`config.mk`:
```
export PLATFORM = sky130hd
export DESIGN_NAME = regfile_dump_reader
export DESIGN_NICKNAME = d
export VERILOG_FILES = /design/src/rtl/regfile_dump_reader.sv
export SDC_FILE = /design/constraint.sdc
export NUM_CORES = 1
export LEC_CHECK = 0
export CAP_MARGIN = 15
export CORE_ASPECT_RATIO = 1.25
export CORE_UTILIZATION = 44
export DETAILED_ROUTE_END_ITERATION = 16
export GPL_TIMING_DRIVEN = 0
export PLACE_DENSITY_LB_ADDON = 0.08
export SLEW_MARGIN = 20
export SYNTH_ARGS = -nofsm -noshare
export SYNTH_HDL_FRONTEND = slang
export SYNTH_SLANG_ARGS = --single-unit
```
`constraint.sdc`:
```
create_clock -name clk -period 4.3 [get_ports clk]
set_clock_uncertainty 0.2 [all_clocks]
set_input_delay 0.645 -clock clk [delete_from_list [all_inputs] [get_ports clk]]
set_output_delay 0.645 -clock clk [all_outputs]
set_load 0.05 [all_outputs]
```
`src/rtl/regfile_dump_reader.sv`:
```
// -----------------------------------------------------------------------------
// regfile_dump_reader
//
// Debug reader for the MIPS register file. A start request in IDLE walks the
// read address from FIRST_REG to LAST_REG through a spare combinational read
// port. Each {addr, data} pair is presented as one beat on a valid/ready
// stream toward the debug/trace path. The block only reads; it never writes
// the register file.
//
// Ports
//   clk        in   rising-edge system clock
//   reset      in   synchronous, active-high reset
//   start      in   dump request, sampled only in IDLE
//   busy       out  high while a dump is in progress (FETCH or SEND)
//   done       out  one-cycle pulse after the last beat is accepted
//   rd_addr    out  register-file read address (current walk index)
//   rd_data    in   combinational read data for rd_addr
//   out_valid  out  beat available
//   out_ready  in   consumer accepts the beat when out_valid && out_ready
//   out_addr   out  register index of the current beat
//   out_data   out  register value of the current beat
// -----------------------------------------------------------------------------
module regfile_dump_reader #(
  parameter int ADDR_W    = 5,
  parameter int DATA_W    = 32,
  parameter int FIRST_REG = 0,
  parameter int LAST_REG  = 31
) (
  input  logic              clk,
  input  logic              reset,
  input  logic              start,
  output logic              busy,
  output logic              done,
  output logic [ADDR_W-1:0] rd_addr,
  input  logic [DATA_W-1:0] rd_data,
  output logic              out_valid,
  input  logic              out_ready,
  output logic [ADDR_W-1:0] out_addr,
  output logic [DATA_W-1:0] out_data
);

  localparam logic [ADDR_W-1:0] FIRST_IDX = ADDR_W'(FIRST_REG);
  localparam logic [ADDR_W-1:0] LAST_IDX  = ADDR_W'(LAST_REG);

  typedef enum logic [1:0] {
    ST_IDLE,
    ST_FETCH,
    ST_SEND,
    ST_DONE
  } state_e;

  state_e              state_q,     state_d;
  logic [ADDR_W-1:0]   idx_q,       idx_d;
  logic                out_valid_q, out_valid_d;
  logic [ADDR_W-1:0]   out_addr_q,  out_addr_d;
  logic [DATA_W-1:0]   out_data_q,  out_data_d;

  // Next-state and datapath logic.
  // NOTE: every _d signal takes its hold value first, so no path through the
  // case statement leaves one unassigned and no latch can be inferred.
  always_comb begin
    state_d     = state_q;
    idx_d       = idx_q;
    out_valid_d = out_valid_q;
    out_addr_d  = out_addr_q;
    out_data_d  = out_data_q;

    unique case (state_q)
      ST_IDLE: begin
        if (start) begin
          idx_d   = FIRST_IDX;
          state_d = ST_FETCH;
        end
      end

      ST_FETCH: begin
        // Capture the value read this cycle; a write landing on the same
        // edge is therefore not reflected in this beat.
        out_data_d  = rd_data;
        out_addr_d  = idx_q;
        out_valid_d = 1'b1;
        state_d     = ST_SEND;
      end

      ST_SEND: begin
        // Beat holds (addr/data unchanged) until the consumer takes it.
        if (out_ready) begin
          out_valid_d = 1'b0;
          if (idx_q == LAST_IDX) begin
            state_d = ST_DONE;
          end else begin
            idx_d   = idx_q + ADDR_W'(1);
            state_d = ST_FETCH;
          end
        end
      end

      ST_DONE: begin
        // Park the read address back on the first register for IDLE.
        idx_d   = FIRST_IDX;
        state_d = ST_IDLE;
      end

      default: begin
        state_d = ST_IDLE;
      end
    endcase
  end

  // State registers with synchronous reset; a reset mid-dump abandons the
  // walk without emitting further beats or a done pulse.
  // NOTE: sequential state uses non-blocking assignments so every flop
  // samples the pre-edge values of the others, independent of statement order.
  always_ff @(posedge clk) begin
    if (reset) begin
      state_q     <= ST_IDLE;
      idx_q       <= FIRST_IDX;
      out_valid_q <= 1'b0;
      out_addr_q  <= '0;
      out_data_q  <= '0;
    end else begin
      state_q     <= state_d;
      idx_q       <= idx_d;
      out_valid_q <= out_valid_d;
      out_addr_q  <= out_addr_d;
      out_data_q  <= out_data_d;
    end
  end

  assign busy      = (state_q == ST_FETCH) || (state_q == ST_SEND);
  assign done      = (state_q == ST_DONE);
  assign rd_addr   = idx_q;
  assign out_valid = out_valid_q;
  assign out_addr  = out_addr_q;
  assign out_data  = out_data_q;

endmodule

```
==> run metrics <==
run status finished clean; Area contributors post-synth dfxtp_1, mux2i_1, nor2_1; drt wl/cell 11.7 um; DIE HEIGHT 73.4 um; die area 0.00434 mm^2; VDD IR max 0.000335 V; Syn Nets 216; # diodes 0; post-cts sizing count 0; Core Area 0.00385 mm^2; DR WL met3 244 um; total number of vias 1477; ANT nets after route 0; Final setup viols 0; unrepaired setup endpoints after global routing false; first-pass GRT wire length 5810 um; DRT iter0 DRCs 47; synthesized area 0.00179 mm^2; DR DRC count 0; GRT Util Overall 17.7%; CP Capture Type primary output; Ys Warns 0; P&R area growth vs syn 54.9%; Cell variety after synth 27; Cell Rows 25; worst-path fanout max 5; cts bufs inserted 5; total gr overflow 0; startpoint types register; final hold violation count 0; GP Congestion 0.703; DR WL met2 1800 um; post-synth top area share 50.2%; Die Wd 59.1 um; largest net degree at the start of global routing 14; highest metal used met4; clock root buffer clkbuf_8; fmax 0.372 GHz; Detailed Place HPWL 2730 um; layout cells sized above 1 6.87%; CTS sink cnt 45; Post-CTS Repair Setup Buffers 0; max_cap viols 0; Total Routed Length 3700 um; Rel. slew slack 66.0%; DRT Pass-1 Iters 4; Cell Pwr Density 485 mW/mm^2; fin crit share 62.6%; CTS tree yes; drt via density 4.67; Leak 1.08 nW; CP Class reg -> out; cell count after synthesis 174; flops & latches, synth 45; htree depth 2; arrival time at the worst endpoint 1.85 ns; cell accounting for the most synthesized area dfxtp_1; met1 wire length 1610 um; setup_tns 0 ns; clock slew at reported path FFs 0.08 ns; Hold WC Path Type reg -> reg; Avg Inst Size Synth 10.3 um^2; Util after Layout 72.2%; PortBufs 80; Post-CTS Hold Fix Bufs 0; fill count 333; IO Pins 81; Initial Util 46.6%; required time worst endpoint 3.45 ns; vias in the first global route 1368; CTS max path bufs 2; Max Slew Vio Count 0; measured slew at the worst slew-check pin 0.509 ns; initial antenna violation count 0; min Tclk post-route 2.69 ns; Clk Latency, worst-skew pair 0.29 ns; Final Net Count 303; Seq/Total Area, Yosys 50.2%
## layer usage
layer  vias to the layer above  track usage (%)
met5                         -                0
met4                         0             7.14
met3                         6             5.81
met2                        53             29.7
met1                       666             20.6
li1                        752                -
## critical path, cell delays in order, from the launching register on
cell             delay (ns)
dfxtp_1                0.40
inv_1                  0.08
ha_1                   0.28
clkdlybuf4s50_1        0.79
## metrics by stage
step | total power [mW] | setup slack [ns] | hold slack [ns] | cell area, um^2 | std cells
CTS | 1.36 | 1.59 | 0.303 | 2780 | 316
detailed placement | 1.03 | 1.92 | 0.283 | 2660 | 308
floorplan | 0.875 | 2.12 | 0.307 | 1790 | 174
global placement | 1.03 | 1.92 | 0.271 | 2660 | 308
global route | 1.41 | 1.53 | 0.330 | 2780 | 316
finish | 1.35 | 1.61 | 0.294 | 2780 | 316
## sequential cells by signal, indices dropped and copies added, names as in the netlist
signal	cells
out_data	32
out_addr	5
rd_addr	5
state_q	2
out_valid	1
## where the power goes
part           leakage (nW)  internal, mW  switching, mW
Combinational         0.658         0.216          0.313
Clock                0.0585         0.189          0.137
Sequential            0.367         0.466         0.0257
Total                  1.08         0.871          0.476
## worst paths after layout
kind / startpoint / endpoint / slack (ns) / cells past startpoint
min: out_data[19] / out_data[19] / 0.29 / 2
max reg2reg: rd_addr[0] / rd_addr[2] / 2.23 / 7
max: state_q[0] / busy / 1.61 / 3
min reg2reg: out_data[19] / out_data[19] / 0.29 / 2
## layout make-up
type                    count  area (um^2)  area share [%]
plain buffers              11         71.3            2.57
clock buffers               7         86.3            3.11
clock inverters             1         30.0            1.08
inverters                   4         15.0           0.541
multi-input cells         114          806            29.0
flip-flops and latches     45          901            32.4
well taps                  54         67.6            2.43
repair buffers             80          801            28.8
## cell usage after synthesis (all sizes together)
| master | number |
|---|---|
| nand2b | 1 |
| a21oi | 7 |
| mux2i | 37 |
| nand4b | 1 |
| ha | 6 |
| a21o | 1 |
| nor3 | 1 |
| or3 | 1 |
| dfxtp | 45 |
| inv | 4 |
| nor2 | 40 |
| nand3 | 4 |
| o21ai | 1 |
| nor2b | 3 |
| buf | 9 |
| nand2 | 5 |
| and3 | 1 |
| clkbuf | 2 |
| o31ai | 1 |
| a211o | 1 |
| a211oi | 1 |
| nand3b | 1 |
| o32ai | 1 |
## cells by family after synthesis
| logic type | count (synthesis) | synth area share, % |
|---|---|---|
| muxes | 37 | 20.7 |
| buffers and inverters | 15 | 4.81 |
| adders and majority gates | 6 | 4.19 |
| DFF | 45 | 50.2 |
| and+or+nand+nor | 58 | 14.7 |
| AOI/OAI and AO/OA | 13 | 5.44 |
## cell usage in the layout, fill, tap and decap left out
cell type,n
a21oi_1,7
o21ai_1,1
nor2b_4,1
clkbuf_8,6
o32ai_1,1
buf_6,3
buf_1,2
ha_1,6
mux2i_1,37
clkdlybuf4s50_1,80
or3_1,1
a211oi_4,1
buf_2,3
nand3_1,4
nor2b_1,2
nand2_1,5
nor3_1,1
nand2b_4,1
nor2_1,40
nand4b_1,1
o31ai_2,1
clkbuf_1,3
a21o_1,1
a211o_1,1
nand3b_1,1
and3_1,1
inv_1,4
bufinv_16,1
buf_4,1
dfxtp_1,45
(Power assumes the default switching activity.)
